==> config.mk <==
export PLATFORM = sky130hd
export DESIGN_NAME = id_ex_pipe
export DESIGN_NICKNAME = d
export VERILOG_FILES = /design/src/rtl/id_ex_pipe.sv
export SDC_FILE = /design/constraint.sdc
export NUM_CORES = 1
export LEC_CHECK = 0
export ABC_AREA = 1
export CORE_AREA = 3 3 141 143
export DETAILED_ROUTE_END_ITERATION = 8
export DIE_AREA = 0 0 144 146
export HOLD_SLACK_MARGIN = 0.02
export PLACE_DENSITY = 0.86
export SYNTH_ARGS = -nofsm -noshare
export SYNTH_HDL_FRONTEND = slang
export SYNTH_SLANG_ARGS = --single-unit
==> constraint.sdc <==
create_clock -name i_clk -period 4.7 [get_ports i_clk]
set_clock_uncertainty 0.15 [all_clocks]
set_input_delay 0.47 -clock i_clk [delete_from_list [all_inputs] [get_ports i_clk]]
set_output_delay 0.47 -clock i_clk [all_outputs]
set_load 0.01 [all_outputs]
==> src/rtl/id_ex_pipe.sv <==
// id_ex_pipe: ID/EX pipeline register with load-use stall and bubble insertion.
// Ports: i_clk/i_rst_n clock and async active-low reset; i_enable global step;
//   i_flush squashes the instruction entering EX; i_control..i_shamt ID stage
//   fields; o_control..o_shamt registered EX copies; o_valid marks a real
//   instruction; o_stall holds PC and IF/ID; o_bubble_count counts bubbles
//   when ID_EX_BUBBLE_COUNT_EN is defined, otherwise it is tied to zero.
module id_ex_pipe #(
    parameter int DATA_WIDTH   = 32,
    parameter int REG_ADDR     = 5,
    parameter int CONTROL_SIZE = 18
) (
    input  logic                    i_clk,
    input  logic                    i_rst_n,
    input  logic                    i_enable,
    input  logic                    i_flush,
    input  logic [CONTROL_SIZE-1:0] i_control,
    input  logic [DATA_WIDTH-1:0]   i_pc,
    input  logic [DATA_WIDTH-1:0]   i_rs_data,
    input  logic [DATA_WIDTH-1:0]   i_rt_data,
    input  logic [DATA_WIDTH-1:0]   i_imm,
    input  logic [REG_ADDR-1:0]     i_rs,
    input  logic [REG_ADDR-1:0]     i_rt,
    input  logic [REG_ADDR-1:0]     i_rd,
    input  logic [4:0]              i_shamt,
    output logic [CONTROL_SIZE-1:0] o_control,
    output logic [DATA_WIDTH-1:0]   o_pc,
    output logic [DATA_WIDTH-1:0]   o_rs_data,
    output logic [DATA_WIDTH-1:0]   o_rt_data,
    output logic [DATA_WIDTH-1:0]   o_imm,
    output logic [REG_ADDR-1:0]     o_rs,
    output logic [REG_ADDR-1:0]     o_rt,
    output logic [REG_ADDR-1:0]     o_rd,
    output logic [4:0]              o_shamt,
    output logic                    o_valid,
    output logic                    o_stall,
    output logic [31:0]             o_bubble_count
);
    logic hazard, bubble;
    // Both source fields are compared even when unused; a rare false stall is cheaper than decoding usage.
    assign hazard  = o_valid & o_control[3] & (o_rt != '0) & ((o_rt == i_rs) | (o_rt == i_rt));
    assign o_stall = hazard & ~i_flush & i_enable;
    assign bubble  = i_flush | hazard;
    always_ff @(posedge i_clk or negedge i_rst_n) begin
        if (!i_rst_n) begin
            o_control <= '0;
            o_pc      <= '0;
            o_rs_data <= '0;
            o_rt_data <= '0;
            o_imm     <= '0;
            o_rs      <= '0;
            o_rt      <= '0;
            o_rd      <= '0;
            o_shamt   <= '0;
            o_valid   <= 1'b0;
        end else if (i_enable) begin
            o_control <= bubble ? '0 : i_control;
            o_pc      <= bubble ? '0 : i_pc;
            o_rs_data <= bubble ? '0 : i_rs_data;
            o_rt_data <= bubble ? '0 : i_rt_data;
            o_imm     <= bubble ? '0 : i_imm;
            o_rs      <= bubble ? '0 : i_rs;
            o_rt      <= bubble ? '0 : i_rt;
            o_rd      <= bubble ? '0 : i_rd;
            o_shamt   <= bubble ? '0 : i_shamt;
            o_valid   <= ~bubble;
        end
    end
`ifdef ID_EX_BUBBLE_COUNT_EN
    logic [31:0] bubble_cnt;
    always_ff @(posedge i_clk or negedge i_rst_n) begin
        if (!i_rst_n)
            bubble_cnt <= '0;
        else if (i_enable && bubble && bubble_cnt != '1)
            bubble_cnt <= bubble_cnt + 32'd1;
    end
    assign o_bubble_count = bubble_cnt;
`else
    assign o_bubble_count = '0;
`endif
endmodule

==> out/metrics.yaml <==
finalSetupViolations: 0
grt_pass1_wl_mm: 33.9
hold_viol: 0
worst_pin_slew_ps: 1000
slowest_stage: "clkdlybuf4s50_1"
grt_pass1_vias: 6494
vdd_drop_max_v: 0.000249
start_kind: "input pin"
end_kind: "output port"
wire_per_inst_microns: 15.9
multi_input_area_sq_um: 2450
fillCellCount: 1577
synth_cells: 808
cts_tree: "done"
dieHeight_microns: 146
cp_cell_sequence: "clkdlybuf4s50_1 > inv_1 > nand2_1 > nand2_1 > nor2_1 > nand3_1 > nand2_1 > nand2_8 > nor3_1 > clkdlybuf4s50_1"
grt_overflow: 0
cts_num_sinks: 167
finalNetCount: 1285
reg2reg_from: "o_rt[1]"
drv_slew: 0
path_max_fanout: 78
max_stage_delay_ps: 580
critical_path_class: "input pin to output port"
ys_warn_count: 0
status: "finished clean"
hpwl_mm: 14.9
vias_per_cell: 4.79
htree_levels: 4
root_buffer: "clkbuf_16"
drt-pass1-iter-count: 4
die-area_sq_um: 21000
fin_cells: 1363
start_util: 0.380
seqCellArea_sq_um: 4180
syn2layout_area_growth_pct: 55.1
grt_max_degree: 98
core-area_sq_um: 18700
clockBufferDepth: 2
clk_pin_slew_ps: 60
r2r_cells: 10
ios: 370
portBuffers: 337
ys_ff_latch: 167
arrival_ps: 2670
fmax_mhz: 304
slew_headroom: 0.330
gp_congestion: 0.811
dr_total_vias: 6525
detail-route-antenna-nets: 0
die_w_microns: 144
num_rows: 50
hp-class: "register to register"
p_leak_uw: 0.00544
finalSetupTns_ps: 0
fin_crit_sh: 0.700
synth-seq-area-share: 0.587
r2r_slack_ps: 1980
maxCapViolCount: 0
syn_area_per_cell_sq_um: 8.81
drive_above_1_share: 0.0479
synth.distinct_cells: 18
clk_latency_ps: 410
finalWirelength_mm: 21.7
placedCellCount: 1329
grt_usage: 0.201
drt_iter0_markers: 423
cts_buffers: 17
drc: 0
synth_area_sq_um: 7120
required_ps: 4080
reg2reg_to: "o_rt_data[25]"
antenna_found_initial: 1
cp-startpoint: "i_rs[4]"
critical_path.most_common_cell: "nand2_1"
p_per_area_nw_per_um2: 339
period_minus_slack_ps: 3290
rsz0062_at_grt: "no"
crit_end: "o_stall"
cell families (layout without fill, tap and decap cells):
family	count (synthesis)	in the layout	share of synthesized area
XOR/XNOR	2	2	0.00246
flip-flops	167	167	0.587
buffers and inverters	100	389	0.0877
AND/OR/NAND/NOR	538	538	0.322
other	1	33	0.000527
critical path: cells and delay by family:
family,cells,cell delay [ps]
buffers and inverters,3,1160
AND/OR/NAND/NOR,7,1050
state kept, by name, summed over array words and instances, names as in the netlist:
name,flops
o_control,18
o_imm,32
o_pc,32
o_rd,5
o_rs,5
o_rs_data,32
o_rt,5
o_rt_data,32
o_shamt,5
o_valid,1
cell usage after synthesis:
master	count	area share
buf_6	13	0.021
xnor2_1	2	0.0025
buf_8	1	0.0021
buf_4	32	0.034
inv_2	4	0.0021
buf_2	16	0.011
conb_1	1	0.00053
nand3_2	10	0.014
buf_1	2	0.0011
nor3_1	1	0.00070
inv_1	10	0.0053
nand2_4	1	0.0016
clkbuf_1	22	0.012
dfrtp_1	167	0.59
nand4_1	1	0.00088
nor2_1	10	0.0053
nand2_1	356	0.19
nand3_1	159	0.11
placed cells by master (no fill, tap or decap):
cell type | netlist | final
buf_12 | 0 | 3
buf_4 | 32 | 2
buf_6 | 13 | 1
bufinv_16 | 0 | 2
clkbuf_16 | 0 | 17
clkbuf_8 | 0 | 1
clkdlybuf4s50_1 | 0 | 336
clkinv_2 | 0 | 2
clkinv_4 | 0 | 1
clkinvlp_4 | 0 | 2
conb_1 | 1 | 32
dfrtp_1 | 167 | 167
diode_2 | 0 | 1
dlygate4sd3_1 | 0 | 1
inv_1 | 10 | 10
inv_2 | 4 | 3
inv_4 | 0 | 1
inv_6 | 0 | 4
inv_8 | 0 | 3
nand2_1 | 356 | 356
nand2_8 | 0 | 1
nand3_1 | 159 | 159
nand3_2 | 10 | 10
nand4_1 | 1 | 1
nor2_1 | 10 | 9
nor2_4 | 0 | 1
nor3_1 | 1 | 1
xnor2_1 | 2 | 2
how the worst min path moves through the flow:
stage / start / endpoint / slack, ps / cells past startpoint
floorplan: i_rst_n / o_control[0] / 20 / 0
global placement: o_imm[17] / o_imm[17] / 310 / 2
detailed placement: o_rt_data[12] / o_rt_data[12] / 310 / 2
CTS: o_rt_data[12] / o_rt_data[12] / 330 / 2
global route: o_rs_data[25] / o_rs_data[25] / 350 / 2
finish: o_rt_data[12] / o_rt_data[12] / 330 / 2
layer usage:
layer | GRT usage | up-vias | part of all wire
met5 | 0 | - | 0
met3 | 0.0684 | 32 | 0.084
met4 | 0.0692 | 0 | 0.024
li1 | - | 3115 | -
met1 | 0.243 | 3099 | 0.40
met2 | 0.332 | 279 | 0.49
cell type report:
| cell class | count | share of cell area |
|---|---|---|
| clock inverters | 14 | 0.0147 |
| repair buffers | 343 | 0.313 |
| multi-input cells | 572 | 0.222 |
| flip-flops and latches | 167 | 0.379 |
| clock buffers | 18 | 0.0398 |
| inverters | 14 | 0.00499 |
| well taps | 234 | 0.0265 |
| diodes | 1 | 0.000227 |
metrics by stage:
step / util / hold WS [ps] / setup WS [ps] / power (uW) / area, sq um
6_report: 0.590 / 328 / 1410 / 3740 / 11000
5_1_grt: 0.590 / 347 / 1210 / 3900 / 11000
4_1_cts: 0.590 / 333 / 1380 / 3780 / 11000
3_5_place_dp: 0.557 / 315 / 1400 / 2320 / 10400
3_3_place_gp: 0.557 / 310 / 1450 / 2300 / 10400
2_1_floorplan: - / 24.4 / 2730 / 1880 / 7230
what timing repair did:
action | CTS | global route
gates resized for setup | 0 | 0
setup buffers | 0 | 0
endpoints found under the hold margin | 83 | 0
hold buffers | 1 | 0
where the power goes:
part           leakage (uW)  switching (uW)  internal (uW)  total [uW]
registers           0.00217            66.9           1550        1610
clock network      0.000293             634            816        1450
logic               0.00297             297            375         673
Note: power is estimated with default switching activity, not from simulation.
==> RTL change (same flow settings) <==
Build with the macro `ID_EX_BUBBLE_COUNT_EN` defined.
--- a/src/rtl/id_ex_pipe.sv
+++ b/src/rtl/id_ex_pipe.sv
@@ -6,2 +6,4 @@
 //   when ID_EX_BUBBLE_COUNT_EN is defined, otherwise it is tied to zero.
+`define ID_EX_BUBBLE_COUNT_EN
+
 module id_ex_pipe #(
Behaviour: not the same (a bounded check fails within 4 cycles, from zero or initial values and one cycle with i_rst_n low).
==> RTL change against the unedited design <==
Power rose by 12%. Worst setup slack improved by 0.43 ns. Non-clock buffer count rose by 35. Utilization rose by 11 points. Sequential cell count rose by 32. Sequential share of layout area barely moved. Count of clock-buffer cells in the layout did not move. Via count rose by 28%. Synthesized area rose by 24%. Wire length rose by 29%. Largest power group unchanged. Design area rose by 19%. Die area did not move.
==> RTL change: results (changes against the unedited design) <==
run_status: "completed"
clock_insertion_delay_worst_skew_ns: 0.43  # +0.02 ns
cell_area_reported_after_detailed_placement_mm2: 0.0125  # +20%
grt_use_total: 0.264  # +0.0634
numCtsBuffers: 17  # unchanged
netSwitchingPower_w: 0.00117  # +17%
crit_path_max_fanout: 3  # -96%
seq_power_share: 0.460  # +0.028
nNetsFinal: 1625  # +26%
leakagePower_nw: 6.55  # +20%
worst_ep_arrival_time_ns: 2.24  # -0.43 ns
timing.critical_path.from: "i_rs[1]"
cts_repair_resize_count: 0  # unchanged
n_fill_cell: 1390  # -12%
reg2reg_setup_slack_ns: 2.10  # +0.12 ns
drt_first_pass_iters: 5  # +1
layout.area.seq_mm2: 0.00498  # +19%
via_count: 8332  # +28%
timing.rr.start: "o_rt[0]$_DFFE_PN0P_"
ys_dominant_reg_cell: "dfrtp_1"
async_flop_share: 1.00  # unchanged
power.density_mw_per_mm2: 319  # -5.8%
synth_seq_area_share: 0.566  # -0.0208
comb_power_share: 0.180  # about the same
placement.io_buffers: 369  # +9.5%
irDropWorstVdd_mv: 0.228  # -8.6%
critPathCapture: "o_stall"
route.final.wire_length_mm: 27.9  # +29%
final_critical_period_ns: 2.86  # -0.435 ns
syn_avg_cell_area_um2: 7.95  # -9.7%
drt_first_iter_violations: 410  # -3.1%
layout-drive-gt1-share: 0.0375  # -0.0104
worstMarginPinSlew_ns: 0.859  # -0.145 ns
slowest_stage: "clkdlybuf4s50_1"
place_congestion: 0.880  # +8.6%
ys_top_cells_by_area: "dfrtp_1, nand2_1, nand4_1"
clk_pin_slew_ns: 0.08  # +0.02 ns
dpl_worst_slack_ns: 1.62  # +0.212 ns
placed_cells_incl_taps: 1668  # +26%
grt_pass1_vias: 8562  # +32%
grt_first_pass_wirelength_mm: 43.9  # +29%
synth_commonest_cells: "nand2_1, dfrtp_1, inv_1, nor2_1, nand4_1"
number_of_antenna_repair_diodes: 0  # -1
yosysUniqueCellTypes: 25  # +7
avgViaCountPerCell: 4.90  # +2.3%
dp_hpwl_mm: 20.5  # +37%
worstRegToRegCells: 12  # +2
reg2reg_to: "o_pc[23]$_DFFE_PN0P_"
[RTL change: cell count changes in the layout (fill, tap and decap cells not counted), sizes merged, moves of 7 or more]
cell           before  now
nand2             357  647
inv                21   69
clkdlybuf4s50     336  367
nand3             169   28
conb               32    0
dfrtp             167  199
nand4               1   36
nor2               10   56
xor2                0    7
[RTL change: worst min path at each step]
stage / start / to / slack [ns] / cells after the start
final: o_control[6]$_DFFE_PN0P_ / o_control[6]$_DFFE_PN0P_ / 0.33 / 2
after global routing: o_shamt[2]$_DFFE_PN0P_ / o_shamt[2]$_DFFE_PN0P_ / 0.35 / 2
after CTS: o_rs_data[19]$_DFFE_PN0P_ / o_rs_data[19]$_DFFE_PN0P_ / 0.33 / 2
after detailed placement: o_rs_data[19]$_DFFE_PN0P_ / o_rs_data[19]$_DFFE_PN0P_ / 0.31 / 2
after global placement: o_rt_data[0]$_DFFE_PN0P_ / o_rt_data[0]$_DFFE_PN0P_ / 0.31 / 2
after floorplan: i_rst_n / o_bubble_count[0]$_DFFE_PN0P_ / 0.02 / 0
[RTL change: per-layer routing]
layer  part of all wire  global-route usage  vias up
met5             0.0012                   0        -
met3              0.068              0.0749       76
met1               0.38               0.305     3871
li1                   -                   -     4065
met2               0.50               0.448      316
met4              0.045               0.125        4
[RTL change: layout make-up]
type,instances,share of cell area
Sequential cell,199,0.378
Timing Repair Buffer,378,0.287
Multi-Input combinational cell,797,0.248
Clock buffer,18,0.0334
Tap cell,234,0.0222
Inverter,61,0.0178
Clock inverter,14,0.0134
[RTL change: logic make-up (layout without fill, tap and decap cells)]
group,Yosys count,count (layout),share of synthesized area
flops,199,199,0.566
buf+inv,110,471,0.0620
simple gates,777,777,0.354
xor+xnor,12,12,0.0120
fa+ha+maj,1,1,0.00142
compound gates,7,7,0.00455
